==> config.mk <==
export PLATFORM = sky130hd
export DESIGN_NAME = alu_seq_param
export DESIGN_NICKNAME = d
export VERILOG_FILES = /design/src/rtl/alu_param_pkg.sv /design/src/rtl/adder_rca.sv /design/src/rtl/booth_r4_digit.sv /design/src/rtl/alu_seq_param.sv
export SDC_FILE = /design/constraint.sdc
export NUM_CORES = 1
export LEC_CHECK = 0
export ABC_AREA = 1
export CORE_MARGIN = 8
export CORE_UTILIZATION = 53
export DETAILED_ROUTE_END_ITERATION = 7
export PLACE_DENSITY = 0.74
export RECOVER_POWER = 50
export SYNTH_ARGS = -nofsm -noshare
export SYNTH_HDL_FRONTEND = slang
export SYNTH_SLANG_ARGS = --single-unit
==> constraint.sdc <==
create_clock -name clk -period 12.9 [get_ports clk]
set_input_delay 1.935 -clock clk [delete_from_list [all_inputs] [get_ports clk]]
set_output_delay 1.935 -clock clk [all_outputs]
set_load 0.005 [all_outputs]
==> src/rtl/alu_param_pkg.sv <==
// rtl/alu_param_pkg.sv - shared op codes, FSM states and Booth recoding patterns for alu_seq_param
package alu_param_pkg;

  localparam logic [1:0] OP_ADD = 2'b00;
  localparam logic [1:0] OP_SUB = 2'b01;
  localparam logic [1:0] OP_MUL = 2'b10;
  localparam logic [1:0] OP_DIV = 2'b11;

  typedef enum logic [2:0] {
    ST_IDLE,
    ST_LOAD_Y,
    ST_EXEC,
    ST_MUL_ITER,
    ST_DIV_ITER,
    ST_OUT_HI,
    ST_OUT_LO
  } state_t;

  // {Q[1], Q[0], Q[-1]} patterns that select a non-zero Booth digit
  localparam logic [2:0] BOOTH_P1A = 3'b001;  // +M
  localparam logic [2:0] BOOTH_P1B = 3'b010;  // +M
  localparam logic [2:0] BOOTH_P2  = 3'b011;  // +2M
  localparam logic [2:0] BOOTH_N2  = 3'b100;  // -2M
  localparam logic [2:0] BOOTH_N1A = 3'b101;  // -M
  localparam logic [2:0] BOOTH_N1B = 3'b110;  // -M

endpackage

==> src/rtl/adder_rca.sv <==
// rtl/adder_rca.sv - ripple-carry adder with carry-in
module adder_rca #(
  parameter int WIDTH = 8
) (
  input  logic [WIDTH-1:0] i_a,
  input  logic [WIDTH-1:0] i_b,
  input  logic             i_cin,
  output logic [WIDTH-1:0] o_sum
);

  logic [WIDTH-1:0] w_c;

  assign w_c[0] = i_cin;

  for (genvar i = 0; i < WIDTH; i++) begin : g_bit
    assign o_sum[i] = i_a[i] ^ i_b[i] ^ w_c[i];
    if (i < WIDTH - 1) begin : g_carry
      assign w_c[i+1] = (i_a[i] & i_b[i]) | (w_c[i] & (i_a[i] ^ i_b[i]));
    end
  end

endmodule

==> src/rtl/booth_r4_digit.sv <==
// rtl/booth_r4_digit.sv - radix-4 Booth recoder: 3 multiplier bits to {sel_M, sel_2M, negate}
module booth_r4_digit (
  input  logic [2:0] i_bits,
  output logic       o_sel_m,
  output logic       o_sel_2m,
  output logic       o_negate
);
  import alu_param_pkg::*;

  // Digit 0 (000, 111) leaves every select low so the adder sees a zero operand
  always_comb begin
    o_sel_m  = 1'b0;
    o_sel_2m = 1'b0;
    o_negate = 1'b0;
    case (i_bits)
      BOOTH_P1A, BOOTH_P1B: o_sel_m = 1'b1;
      BOOTH_P2:             o_sel_2m = 1'b1;
      BOOTH_N2: begin
        o_sel_2m = 1'b1;
        o_negate = 1'b1;
      end
      BOOTH_N1A, BOOTH_N1B: begin
        o_sel_m  = 1'b1;
        o_negate = 1'b1;
      end
      default: ;
    endcase
  end

endmodule

==> src/rtl/alu_seq_param.sv <==
// rtl/alu_seq_param.sv - sequential add/sub/Booth-mul/restoring-div ALU; optional ALU_MUL_EARLY_TERM_EN
module alu_seq_param #(
  parameter int WIDTH = 8
) (
  input  logic             clk,
  input  logic             reset,
  input  logic             BEGIN,
  input  logic [1:0]       op_code,
  input  logic [WIDTH-1:0] inbus,
  output logic [WIDTH-1:0] outbus,
  output logic             END,
  output logic             busy,
  output logic             ovf,
  output logic             div_by_zero
);
  import alu_param_pkg::*;

  localparam int AW = WIDTH + 2;
  localparam int CW = $clog2(WIDTH + 1);
  localparam logic [CW-1:0] MUL_LAST = CW'(WIDTH / 2 - 1);
  localparam logic [CW-1:0] DIV_LAST = CW'(WIDTH - 1);

  state_t            r_state;
  state_t            w_next;
  logic [1:0]        r_op;
  logic [AW-1:0]     r_a;
  logic [WIDTH-1:0]  r_q;
  logic [WIDTH-1:0]  r_m;
  logic              r_q1;
  logic [CW-1:0]     r_cnt;
  logic              r_ovf;
  logic              r_dbz;

  logic [AW-1:0]     w_add_a;
  logic [AW-1:0]     w_add_b;
  logic              w_add_cin;
  logic [AW-1:0]     w_sum;
  logic [AW-1:0]     w_m_ext;
  logic [WIDTH:0]    w_div_a;
  logic              w_sel_m;
  logic              w_sel_2m;
  logic              w_neg;
  logic              w_early;
  logic [AW+WIDTH:0] w_mul_step;
  logic [AW+WIDTH:0] w_mul_upd;

  assign w_m_ext    = {{2{r_m[WIDTH-1]}}, r_m};
  assign w_div_a    = {r_a[WIDTH-1:0], r_q[WIDTH-1]};
  // One Booth step: A+digit, then A:Q:Q[-1] arithmetic shift right by 2
  assign w_mul_step = {{2{w_sum[AW-1]}}, w_sum, r_q[WIDTH-1:1]};

  booth_r4_digit u_booth (
    .i_bits   ({r_q[1:0], r_q1}),
    .o_sel_m  (w_sel_m),
    .o_sel_2m (w_sel_2m),
    .o_negate (w_neg)
  );

  adder_rca #(.WIDTH(AW)) u_adder (
    .i_a   (w_add_a),
    .i_b   (w_add_b),
    .i_cin (w_add_cin),
    .o_sum (w_sum)
  );

`ifdef ALU_MUL_EARLY_TERM_EN
  // Unconsumed multiplier bits sit in Q[WIDTH-1-2*cnt:0]; if they and Q[-1] agree, all remaining digits are 0
  logic [WIDTH-1:0] w_mask;
  logic [CW:0]      w_rem_sh;
  logic [AW+WIDTH:0] w_shifted;
  assign w_mask    = {WIDTH{1'b1}} >> {r_cnt, 1'b0};
  assign w_early   = ((r_q ^ {WIDTH{r_q1}}) & w_mask) == '0;
  assign w_rem_sh  = (CW+1)'(WIDTH) - {r_cnt, 1'b0};
  assign w_shifted = $signed({r_a, r_q, r_q1}) >>> w_rem_sh;
  assign w_mul_upd = w_early ? w_shifted : w_mul_step;
`else
  assign w_early   = 1'b0;
  assign w_mul_upd = w_mul_step;
`endif

  // Shared adder operand select: add/sub in EXEC, Booth digit in MUL_ITER, trial subtract in DIV_ITER
  always_comb begin
    w_add_a   = r_a;
    w_add_b   = '0;
    w_add_cin = 1'b0;
    case (r_state)
      ST_EXEC: begin
        w_add_a   = {{2{r_q[WIDTH-1]}}, r_q};
        w_add_b   = (r_op == OP_SUB) ? ~w_m_ext : w_m_ext;
        w_add_cin = (r_op == OP_SUB);
      end
      ST_MUL_ITER: begin
        w_add_b   = w_sel_m  ? (w_neg ? ~w_m_ext : w_m_ext) :
                    w_sel_2m ? (w_neg ? ~{w_m_ext[AW-2:0], 1'b0} : {w_m_ext[AW-2:0], 1'b0}) :
                    '0;
        w_add_cin = w_neg;
      end
      ST_DIV_ITER: begin
        w_add_a   = {1'b0, w_div_a};
        w_add_b   = ~{2'b00, r_m};
        w_add_cin = 1'b1;
      end
      default: ;
    endcase
  end

  // FSM state register
  always_ff @(posedge clk or negedge reset) begin
    if (!reset) r_state <= ST_IDLE;
    else        r_state <= w_next;
  end

  // Next state and bus outputs
  always_comb begin
    w_next = r_state;
    outbus = '0;
    END    = 1'b0;
    busy   = (r_state != ST_IDLE);
    case (r_state)
      ST_IDLE:     if (BEGIN) w_next = ST_LOAD_Y;
      ST_LOAD_Y:   w_next = (r_op == OP_MUL) ? ST_MUL_ITER : ST_EXEC;
      ST_EXEC: begin
        if (r_op == OP_DIV) w_next = (r_m == '0) ? ST_OUT_HI : ST_DIV_ITER;
        else                w_next = ST_OUT_LO;
      end
      ST_MUL_ITER: if (w_early || r_cnt == MUL_LAST) w_next = ST_OUT_HI;
      ST_DIV_ITER: if (r_cnt == DIV_LAST) w_next = ST_OUT_HI;
      ST_OUT_HI: begin
        outbus = (r_op == OP_MUL) ? r_a[WIDTH-1:0] : r_q;
        w_next = ST_OUT_LO;
      end
      ST_OUT_LO: begin
        outbus = (r_op == OP_DIV) ? r_a[WIDTH-1:0] : r_q;
        END    = 1'b1;
        w_next = ST_IDLE;
      end
      default: w_next = ST_IDLE;
    endcase
  end

  assign ovf         = r_ovf;
  assign div_by_zero = r_dbz;

  // Datapath registers: operand capture, iteration steps and sticky flags
  always_ff @(posedge clk or negedge reset) begin
    if (!reset) begin
      r_op  <= '0;
      r_a   <= '0;
      r_q   <= '0;
      r_m   <= '0;
      r_q1  <= 1'b0;
      r_cnt <= '0;
      r_ovf <= 1'b0;
      r_dbz <= 1'b0;
    end else begin
      case (r_state)
        ST_IDLE: if (BEGIN) begin
          r_op  <= op_code;
          r_q   <= inbus;
          r_a   <= '0;
          r_q1  <= 1'b0;
          r_cnt <= '0;
          r_ovf <= 1'b0;
          r_dbz <= 1'b0;
        end
        ST_LOAD_Y: r_m <= inbus;
        ST_EXEC: begin
          if (r_op == OP_DIV) begin
            if (r_m == '0) begin
              r_q   <= '1;
              r_a   <= {2'b00, r_q};
              r_dbz <= 1'b1;
            end else begin
              r_cnt <= '0;
            end
          end else begin
            r_q   <= w_sum[WIDTH-1:0];
            r_ovf <= w_sum[WIDTH] ^ w_sum[WIDTH-1];
          end
        end
        ST_MUL_ITER: begin
          {r_a, r_q, r_q1} <= w_mul_upd;
          r_cnt            <= r_cnt + 1'b1;
        end
        ST_DIV_ITER: begin
          // Negative trial result restores the shifted A and shifts in a 0 quotient bit
          if (w_sum[AW-1]) begin
            r_a <= {1'b0, w_div_a};
            r_q <= {r_q[WIDTH-2:0], 1'b0};
          end else begin
            r_a <= {1'b0, w_sum[WIDTH:0]};
            r_q <= {r_q[WIDTH-2:0], 1'b1};
          end
          r_cnt <= r_cnt + 1'b1;
        end
        default: ;
      endcase
    end
  end

endmodule

---- Word-level counts from Yosys, hierarchy flattened ----
Cells that the tools add are included.
storage, ports and cells
  bits in read-only memories .............. 0
  output and inout bits ................... 12
  word-level logic and storage cells ...... 148
  register bits after elaboration ......... 38
  bits in writable memories ............... 0
  bits of input ports ..................... 13
  memories ................................ 0
  latch bits .............................. 0
cells by class
  shift operators ......................... 0
  eq/ne operators ......................... 25
  $lt $le $gt $ge ......................... 0
  add/sub/neg operators ................... 1
  multiply operators ...................... 0
  bitwise gates (word level) .............. 51
  divide/modulo/power cells ............... 0
  mux-type cells .......................... 43
  reduce and logical (&&, ||, !) cells .... 19
operator list
  kind                                            count
  2-to-1 mux 10 bit                               8
  2-to-1 mux 8 bit                                5
  case mux 10 bit (4 select lines)                1
  case mux 8 bit (4 select lines)                 1
  case mux 10 bit (3 select lines)                1
  bitwise XOR 1 bit                               21
  inverter 10 bit                                 2
  case mux 10 bit (2 select lines)                1
  AND 1 bit                                       18
  == test 3 bit (second input constant)           6
  case mux 3 bit (6 select lines)                 1
  case mux 8 bit (2 select lines)                 1
  inequality test 2 bit (second input constant)   7
  == test 3 x 2 -> 1 bit (second input constant)  4
  2-to-1 mux 4 bit                                3
  case mux 4 bit (3 select lines)                 1
  AND reduction 4 bit                             3
  2-to-1 mux 1 bit                                11
  inverter 8 -> 10 bit                            1
  2-to-1 mux 3 bit                                3
  2-to-1 mux 9 bit                                1
  OR 1 bit                                        9
  AND reduction 3 bit                             3
  zero test 8 bit                                 1
  18 further kinds                                26

---- Longest topological paths before layout ----
Gate-level depths: netlist (run 1).
  depth after elaboration ................. 29
  mapped depth ............................ 30

---- Hierarchy ----
A second synthesis (run 1) with hierarchy kept.
unflattened totals
  cells, all modules ...................... 522
  area total of the unflattened synthesis .. 3231.8 µm²
by module, submodules not included
  module          instances  cells an instance  area each (µm²)
  alu_seq_param   1          489                2955.3
  adder_rca       1          24                 239.0
  booth_r4_digit  1          9                  37.5

---- Least setup slack after synthesis (run 1) ----
OpenSTA, ideal clock, no wires.
  path type ............................... register -> register
  from .................................... register r_state[2]
  to ...................................... register r_a[7]
  cell stages (with the launch flop) ...... 28
  arrival ................................. 5.328 ns
  clock period less this slack ............ 5.445 ns
  setup slack ............................. 7.455 ns
  data required time ...................... 12.783 ns
  path through ............................ dfrtp_1 -> inv_1 -> nand3_2 -> buf_4 -> o21ai_1 -> a211oi_1 -> fa_1 -> fa_1 -> fa_1 -> fa_1 -> fa_1 -> fa_1 -> fa_1 -> inv_1 -> fa_1 -> inv_1 -> fa_1 -> inv_1 -> nand3_1 -> nand2_1 -> nand2_4 -> nand2_2 -> buf_6 -> nand2_1 -> nand3_1 -> nand2_1 -> nand2_1 -> nand2_1
on the way
  cells in the longest elaborated chain, start to end .. 24
RTL lines
  item                                                                                         line                                       source
  start: declaration                                                                           alu_seq_param.sv:23                        state_t r_state;
  start signal: assignment                                                                     alu_seq_param.sv:110                       else r_state <= w_next;
  == test 3 bit / == test 3 x 2 -> 1 bit (equally long branches)                               alu_seq_param.sv:86, alu_seq_param.sv:156
  case mux 10 bit (3 select lines) / case mux 10 bit (2 select lines) (equally long branches)  alu_seq_param.sv:86                        case (r_state)
  bitwise XOR 1 bit                                                                            adder_rca.sv:18                            assign w_c[i+1] = (i_a[i] & i_b[i]) | (w_c[i] & (i_a[i] ^ i_b[i]));
  AND 1 bit                                                                                    adder_rca.sv:18
  OR 1 bit                                                                                     adder_rca.sv:18
  AND 1 bit                                                                                    adder_rca.sv:18
  OR 1 bit                                                                                     adder_rca.sv:18
  AND 1 bit                                                                                    adder_rca.sv:18
  [... 8 more ...]                                                                             -
  OR 1 bit                                                                                     adder_rca.sv:18
  AND 1 bit                                                                                    adder_rca.sv:18
  OR 1 bit                                                                                     adder_rca.sv:18
  AND 1 bit                                                                                    adder_rca.sv:18
  OR 1 bit                                                                                     adder_rca.sv:18
  bitwise XOR 1 bit                                                                            adder_rca.sv:16                            assign o_sum[i] = i_a[i] ^ i_b[i] ^ w_c[i];
  2-to-1 mux 9 bit                                                                             alu_seq_param.sv:187                       if (w_sum[AW-1]) begin
  case mux 10 bit (4 select lines)                                                             alu_seq_param.sv:156                       case (r_state)
  end signal: assignment                                                                       alu_seq_param.sv:171                       r_a <= {2'b00, r_q};
  end signal: assignment                                                                       alu_seq_param.sv:188                       r_a <= {1'b0, w_div_a};
  end signal: assignment                                                                       alu_seq_param.sv:191                       r_a <= {1'b0, w_sum[WIDTH:0]};
  end: declaration                                                                             alu_seq_param.sv:26                        logic [AW-1:0] r_a;
Several ways; a longest one is shown, not always the timed one.
A chain may end at the register's enable or synchronous reset.

---- Final worst setup path (run 1) ----
  from .................................... register r_state[1]
  to ...................................... register r_a[7]
The elaborated chain is that of the path after synthesis.

==> results of run 1 <==
==> Yosys cell counts (all sizes together) <==
cell type	count
ha	1
xnor2	1
nor3	1
dfrtp	38
o211ai	3
clkbuf	3
a41oi	1
clkinv	1
a22oi	5
a31oi	2
a22o	1
nand2	127
buf	9
o21ai	38
a211oi	7
inv	67
o22ai	3
xor2	8
a21boi	1
nand3	40
nor2	44
nand4	2
fa	9
o2111ai	5
a21oi	22
a221oi	7
o221ai	6
==> power by group through the flow <==
stage	clock, mW	sequential (mW)	combinational (mW)
6_report	0.105	0.218	0.783
5_1_grt	0.109	0.223	0.886
4_1_cts	0.106	0.216	0.780
3_5_place_dp	0	0.219	0.775
3_3_place_gp	0	0.218	0.774
2_1_floorplan	0	0.205	0.601
==> metrics by stage <==
stage	cell area (um2)	setup slack (ns)	cells	hold WS, ns	total power [mW]
3_3_place_gp	3350	6.68	539	0.487	0.992
6_report	3450	5.79	547	0.512	1.11
4_1_cts	3460	6.57	547	0.514	1.10
3_5_place_dp	3350	6.60	539	0.491	0.994
2_1_floorplan	3090	7.46	452	0.466	0.807
5_1_grt	3450	5.22	547	0.532	1.22
==> path summary, 6_finish.rpt <==
path | start | to | slack [ns]
setup / recovery | r_state[1]$_DFFE_PN0P_ | r_a[7]$_DFFE_PN0P_ | 5.79
hold / removal | div_by_zero$_DFFE_PN0P_ | div_by_zero$_DFFE_PN0P_ | 0.51
setup reg to reg | r_state[1]$_DFFE_PN0P_ | r_a[7]$_DFFE_PN0P_ | 5.79
hold reg to reg | div_by_zero$_DFFE_PN0P_ | div_by_zero$_DFFE_PN0P_ | 0.51
max in group asynchronous | reset | r_a[5]$_DFFE_PN0P_ | 9.44
min in group asynchronous | reset | r_m[2]$_DFFE_PN0P_ | 2.24
==> area by class of cell <==
class | instances | area [um2]
inverter | 68 | 255
tap | 75 | 93.8
clock inverter | 3 | 40.0
sequential | 38 | 951
multi-input combinational | 334 | 1810
timing repair buffer | 24 | 234
fill | 568 | 2330
clock buffer | 5 | 68.8
==> worst min-delay path, stage by stage (launching register included) <==
cell     delay, ns
dfrtp_1       0.35
nor2_1        0.05
nor2_1        0.07
==> kinds of logic (layout without fill, tap and decap cells) <==
group,after synthesis,in the layout,synth area share
flops,38,38,0.307
compound gates,101,101,0.203
xor+xnor,9,9,0.0255
buf+inv,80,100,0.106
simple gates,214,214,0.296
fa+ha+maj,10,10,0.0623
==> layer usage <==
layer | up-vias | track usage | wire length (um)
li1 | 1529 | - | -
met1 | 1466 | 0.281 | 3810
met2 | 128 | 0.372 | 4440
met3 | 17 | 0.0356 | 650
met4 | 0 | 0.0752 | 177
met5 | - | 0 | 0
==> flip-flops by register name (all words and copies together), names as in the netlist <==
signal,count
r_m,8
r_op,2
r_a,10
r_state,3
r_q,8
r_q1,1
ovf,1
r_cnt,4
div_by_zero,1
==> flow_summary_export.csv, run 1 <==
group,metric,value,unit
sta,finalClockSkew,0.00810,ns
die,die_area,0.00854,mm2
yosys,avgSynthCellArea,6.84,um2
clock_network,cts.path.max_buffers,2,
power,switchingPower,615,uW
power,p_per_area,321,mW/mm2
sta,setup_tns,0,ns
route,wl_per_cell,16.6,um
global_route,grt_max_degree,39,
die,io_pins,25,
finish,final_util,0.597,
sta,fmax,141,MHz
critical_path,cp_top_family,"adder cells",
yosys,synth.yosys.seq_area_share,0.307,
clock_network,clk_pin_slew,0.08,ns
critical_path,slowest_stage,"nor2_1",
route,firstDrtPassIters,5,
critical_path,cp_max_fo,18,
clock_network,htree_levels,2,
sta,period_needed,7.11,ns
placed_design,port_buffers,24,
die,start_util,0.535,
finish,mostFrequentLayoutCell,"nand2_1",
sta,tightest_slew,2.12,ns
power,peakVddDrop,167,uV
clock_network,clock_latency,0.30,ns
flow_run,maxCapViolCount,1,
clock_network,cts_tree,"yes",
yosys,synthTopCellsByArea,"dfrtp_1 (31%), nand2_1 (14%), inv_1 (7.5%)",
finish,syn2layout_area_growth,11.5,%
power,clkPwrFrac,0.095,
status,violations,"capacitance limit, slew limit",
sta,slew_viol_final,39,
critical_path,crit_type,"register to register",
yosys,synth_warnings,0,
clock_network,cts_inserted_buffers,5,
route,drcViolationCount,0,
finish,mostFrequentLayoutCells,"nand2_1 (119), inv_1 (62), nor2_1 (41)",
critical_path,cp.depth,26,
global_route,grt_pass1_wl,15300,um
route,first_iter_violations,332,
clock_network,ctsHoldBuffers,0,
yosys,synth_seq_cells,38,
route,ant_nets,0,
sta,slew_headroom,-0.412,
die,fp.coreArea,0.00578,mm2
critical_path,crit_path_max_incr_delay,0.99,ns
critical_path,cpMostUsedCell,"fa_1",
global_route,grt_antenna_before_repair,0,
placed_design,place_congestion,0.964,
die,dieWidth,92.4,um
global_route,overflow,0,
critical_path,worst-path-buf-inv,5,
critical_path,cp-start-kind,"register",
yosys,synth_cells,452,
critical_path,cp.required,13.09,ns
power,p_int,491,uW
global_route,grt_pass1_vias,3036,
clock_network,cts_setup_buffers,0,
clock_network,cts.sinks,38,
yosys,yosys.area.top_type_share,0.307,
yosys,yosysTopAreaCell,"dfrtp_1",
die,die_y,92.4,um
clock_network,cts_resized,0,
global_route,grt_usage,0.221,
route,via_count,3140,
critical_path,arrival,7.29,ns
sta,setup_violations,0,
sta,finalHoldViolations,0,
critical_path,end_kind,"register",
yosys,syn-num-nets,475,
finish,drive_gt1_frac,0.0551,
worst_hold_path,hold_depth,2,
sta,post-route-period-util,0.551,
worst_hold_path,hold_class,"register to register",
yosys,synth_area,0.00309,mm2
route,via_per_inst,5.74,
sta,rsz0062_at_grt,"no",
power,switching_share,0.556,
yosys,synth_cell_types,36,
critical_path,rr_worst_depth,26,
finish,num_antenna_cells,0,
die,rows,28,
clock_network,cts-root-buf,"clkbuf_8",
power,p_leak,1.62,nW
status,outcome,"complete, but fails checks",
placed_design,dp_hpwl,6970,um
route,wl,9080,um
finish,layout.nets,494,
power,p_comb_frac,0.708,
power,p_seq_frac,0.197,
Power figures use the tool's default switching activity.
==> run 2: changes to the inputs <==
==> constraint.sdc (replaced) <==
create_clock -name clk -period 7.2 [get_ports clk]
set_input_delay 1.08 -clock clk [delete_from_list [all_inputs] [get_ports clk]]
set_output_delay 1.08 -clock clk [all_outputs]
set_load 0.005 [all_outputs]
==> run 2 against run 1 <==
Effect of this change: routed wire length grew 2.7%; via count grew 1.0%; the run still ends with capacitance limit, slew limit left; core utilization grew 1.1 points; count of clock-buffer cells in the layout is the same; worst hold slack lost 0.012 ns; final cell count grew 0.73%; flip-flop and latch count is the same; first-iteration DRC count shrank 3.6%; sequential share of layout area shrank 0.49 points; clock skew shrank 0.00083 ns; non-clock buffer count grew 4; worst setup slack lost 4.9 ns.
==> flow_summary_export.csv, run 2 (same netlist as run 1, synthesis figures left out) <==
group,metric,value,unit
die,rows,28,
global_route,grt_pass1_wl,15300,um
sta,slew_viol_final,39,
route,drcViolationCount,0,
global_route,grt_usage,0.224,
route,via_per_inst,5.76,
finish,syn2layout_area_growth,13.5,%
status,outcome,"complete, but fails checks",
clock_network,cts-root-buf,"clkbuf_8",
clock_network,clock_latency,0.30,ns
worst_hold_path,hold_class,"register to register",
finish,biggestRegsByFlops,"r_a: 10 flops, r_m: 8 flops, r_q: 8 flops",
critical_path,crit_path_max_incr_delay,0.72,ns
placed_design,dp_hpwl,7090,um
critical_path,worst-path-buf-inv,5,
clock_network,cts_inserted_buffers,5,
sta,finalClockSkew,0.00726,ns
sta,setup_violations,0,
status,violations,"capacitance limit, slew limit",
route,ant_nets,0,
route,wl,9330,um
critical_path,cp.required,7.39,ns
global_route,grt_antenna_before_repair,0,
finish,mostFrequentLayoutCells,"nand2_1 (119), inv_1 (62), nor2_1 (40)",
finish,fillCellCount,583,
route,via_count,3172,
clock_network,cts_setup_buffers,0,
route,wl_per_cell,16.9,um
global_route,overflow,0,
die,die_y,92.4,um
critical_path,cp_max_fo,17,
placed_design,place_congestion,0.936,
flow_run,maxCapViolCount,1,
finish,final_util,0.607,
finish,num_antenna_cells,0,
critical_path,startpoint,"r_state[1]$_DFFE_PN0P_",
critical_path,arrival,6.47,ns
sta,slew_headroom,-0.449,
clock_network,clk_pin_slew,0.08,ns
worst_hold_path,min_from,"div_by_zero$_DFFE_PN0P_",
critical_path,end_kind,"register",
finish,register_area,951,um2
finish,drive_gt1_frac,0.0630,
placed_design,port_buffers,24,
finish,layout.nets,498,
clock_network,cts.path.max_buffers,2,
critical_path,rr_worst_depth,25,
sta,fmax,159,MHz
clock_network,ctsHoldBuffers,0,
critical_path,reg2reg_from,"r_state[1]$_DFFE_PN0P_",
sta,rsz0062_at_grt,"no",
die,start_util,0.535,
placed_design,dp_slack,1.22,ns
critical_path,cp-endpoint,"r_a[7]$_DFFE_PN0P_",
sta,finalHoldViolations,0,
critical_path,slowest_stage,"clkbuf_1",
sta,setup_tns,0,ns
route,first_iter_violations,320,
sta,post-route-period-util,0.872,
die,dieWidth,92.4,um
global_route,grt_pass1_vias,3133,
finish,final_cells,551,
die,fp.coreArea,0.00578,mm2
finish,mostFrequentLayoutCell,"nand2_1",
finish,largest_reg_flops,10,
critical_path,crit_type,"register to register",
clock_network,cts_tree,"yes",
clock_network,cts_resized,0,
finish,multiInputGateArea,0.00181,mm2
critical_path,cpMostUsedCell,"fa_1",
sta,tightest_slew,2.17,ns
route,firstDrtPassIters,5,
sta,fin_ws,0.920,ns
die,io_pins,25,
critical_path,worst_r2r_endpoint,"r_a[7]$_DFFE_PN0P_",
placed_design,dp_cells,543,
clock_network,htree_levels,2,
sta,period_needed,6.28,ns
clock_network,cts.sinks,38,
finish,regMostFlops,"r_a",
critical_path,cp-start-kind,"register",
critical_path,r2r_slack,0.92,ns
critical_path,cp_top_family,"adder cells",
die,die_area,0.00854,mm2
global_route,grt_max_degree,39,
critical_path,cp.depth,25,
run 2: cell types whose count changed in the layout (fill, tap and decap cells not counted), sizes merged:
cell           previous run  this run
bufinv                    1         2
clkinv                    3         2
clkdlybuf4s50            15        23
clkbuf                    6         7
dlygate4sd3               8         0
buf                       0         3
run 2: area by class of cell:
type | count | area share
Clock inverter | 3 | 0.0196
Sequential cell | 38 | 0.271
Clock buffer | 5 | 0.0196
Tap cell | 75 | 0.0267
Multi-Input combinational cell | 334 | 0.516
Timing Repair Buffer | 28 | 0.0741
Inverter | 68 | 0.0727
run 2: stage by stage:
stage	area (um2)	hold slack, ns
after floorplan	3090	0.466
after global placement	3380	0.487
after detailed placement	3380	0.490
after CTS	3520	0.507
after global routing	3510	0.538
final	3510	0.500
run 2: worst min path at each step:
stage	endpoint	slack, ns	cells past startpoint
after floorplan	r_a[8]$_DFFE_PN0P_	0.47	2
after global placement	div_by_zero$_DFFE_PN0P_	0.49	2
after detailed placement	div_by_zero$_DFFE_PN0P_	0.49	2
after CTS	div_by_zero$_DFFE_PN0P_	0.51	2
after global routing	r_a[8]$_DFFE_PN0P_	0.54	2
final	div_by_zero$_DFFE_PN0P_	0.50	2
run 2: tightest hold or removal path, stage by stage, from the launching register on:
cell	delay [ns]
dfrtp_1	0.35
nor2_1	0.05
nor2_1	0.07
run 2: per-layer routing:
layer,GRT usage,share of wire
met5,0,0
met4,0.102,0.028
met3,0.0494,0.075
met2,0.370,0.49
met1,0.274,0.41
Power of run 2 is left out: the tool's default activity adds up to more than one toggle a clock period on the data nets, which glitch-free logic cannot reach.
==> run 3: changes to the inputs <==
--- a/config.mk
+++ b/config.mk
@@ -6,7 +6,6 @@
 export NUM_CORES = 1
 export LEC_CHECK = 0
 export ABC_AREA = 1
-export CORE_MARGIN = 8
 export CORE_UTILIZATION = 53
 export DETAILED_ROUTE_END_ITERATION = 7
 export PLACE_DENSITY = 0.74
==> run 3 against run 2 <==
Effect of this change: core utilization increased by 1.9 points; fmax decreased by 1.3%; largest cell class unchanged; design area decreased by 0.61%; the flow still finishes with violations (capacitance limit, slew limit); flip-flop and latch count unchanged; critical endpoint is now r_a[4]$_DFFE_PN0P_; critical path depth increased by 2; register-to-register slack got worse by 0.08 ns; final cell count decreased by 0.54%; worst setup slack got worse by 0.084 ns; routed wire length decreased by 1.7%.
==> flow_summary_export.csv, run 3 (same netlist as run 1, synthesis figures left out) <==
group,metric,value,unit
finish,largest_reg_flops,10,
sta,tightest_slew,2.21,ns
finish,biggestRegsByFlops,"r_a: 10 flops, r_m: 8 flops, r_q: 8 flops",
global_route,grt_antenna_before_repair,0,
clock_network,cts_setup_buffers,0,
finish,num_antenna_cells,0,
global_route,grt_max_degree,39,
sta,post-route-period-util,0.884,
status,violations,"capacitance limit, slew limit",
route,via_per_inst,6.00,
critical_path,cp.required,7.37,ns
route,wl_per_cell,16.7,um
die,dieWidth,78.4,um
clock_network,cts-root-buf,"clkbuf_8",
die,io_pins,25,
critical_path,crit_type,"register to register",
critical_path,end_kind,"register",
critical_path,crit_path_max_incr_delay,0.72,ns
die,die_area,0.00614,mm2
die,rows,27,
critical_path,cpMostUsedCell,"fa_1",
sta,rsz0062_at_grt,"no",
finish,mostFrequentLayoutCell,"nand2_1",
sta,slew_viol_final,39,
global_route,grt_pass1_wl,15400,um
sta,fin_ws,0.836,ns
clock_network,cts.path.max_buffers,2,
critical_path,slowest_stage,"clkbuf_1",
finish,mostFrequentLayoutCells,"nand2_1 (119), inv_1 (62), nor2_1 (40)",
clock_network,htree_levels,2,
flow_run,maxCapViolCount,1,
sta,finalClockSkew,0.0113,ns
die,start_util,0.555,
finish,layout.nets,499,
die,fp.coreArea,0.00557,mm2
finish,fillCellCount,548,
clock_network,cts_inserted_buffers,5,
finish,drive_gt1_frac,0.0630,
finish,syn2layout_area_growth,12.8,%
critical_path,cp_max_fo,17,
route,firstDrtPassIters,5,
route,ant_nets,0,
worst_hold_path,hold_class,"register to register",
sta,fmax,157,MHz
placed_design,place_congestion,0.918,
route,via_count,3287,
route,drcViolationCount,0,
clock_network,cts_resized,0,
sta,period_needed,6.36,ns
critical_path,r2r_slack,0.84,ns
status,outcome,"complete, but fails checks",
clock_network,cts.sinks,38,
clock_network,clk_pin_slew,0.08,ns
route,wl,9170,um
critical_path,arrival,6.54,ns
clock_network,clock_latency,0.30,ns
placed_design,dp_hpwl,6890,um
placed_design,dp_slack,1.17,ns
global_route,grt_pass1_vias,3163,
sta,finalHoldViolations,0,
sta,slew_headroom,-0.476,
finish,regMostFlops,"r_a",
global_route,grt_usage,0.323,
critical_path,rr_worst_depth,27,
clock_network,ctsHoldBuffers,0,
route,first_iter_violations,338,
sta,setup_tns,0,ns
worst_hold_path,hold_depth,2,
global_route,overflow,0,
die,die_y,78.4,um
placed_design,port_buffers,24,
clock_network,cts_tree,"yes",
sta,setup_violations,0,
critical_path,cp-start-kind,"register",
-- run 3: final timing paths --
path                                            to                    start
hold / removal             div_by_zero$_DFFE_PN0P_  div_by_zero$_DFFE_PN0P_
setup reg to reg                r_a[4]$_DFFE_PN0P_   r_state[1]$_DFFE_PN0P_
setup / recovery                r_a[4]$_DFFE_PN0P_   r_state[1]$_DFFE_PN0P_
max in group asynchronous       r_a[6]$_DFFE_PN0P_                    reset
min in group asynchronous       r_m[2]$_DFFE_PN0P_                    reset
hold reg to reg            div_by_zero$_DFFE_PN0P_  div_by_zero$_DFFE_PN0P_
-- run 3: cell type report --
type / instances / area (um2) / share of cell area
multi-input combinational: 334 / 1810 / 0.520
clock inverter: 1 / 30.0 / 0.00861
clock buffer: 6 / 82.6 / 0.0237
sequential: 38 / 951 / 0.272
tap: 72 / 90.1 / 0.0258
inverter: 68 / 255 / 0.0731
timing repair buffer: 29 / 268 / 0.0767
-- run 3: through the flow --
| stage | hold slack, ns | cell area [um2] | std cells | utilization |
|---|---|---|---|---|
| after floorplan | 0.466 | 3090 | 452 | - |
| after detailed placement | 0.501 | 3380 | 541 | 0.607 |
| after CTS | 0.522 | 3490 | 548 | 0.627 |
| after global placement | 0.489 | 3380 | 541 | 0.607 |
| final | 0.516 | 3490 | 548 | 0.626 |
| after global routing | 0.549 | 3490 | 548 | 0.626 |
-- run 3: layer usage --
metal,track usage,part of all wire
met5,0,0
met3,0.0442,0.064
met1,0.431,0.43
met4,0.124,0.031
met2,0.532,0.47
-- run 3: critical path, delay by kind of cell (launching register included) --
kind / cells / cell delay, ns
adders and majority gates: 9 / 3.34
buffers and inverters: 6 / 1.10
DFF: 1 / 0.40
AOI/OAI and AO/OA: 1 / 0.24
and+or+nand+nor: 11 / 1.17
Power of run 3 is left out for the same reason.
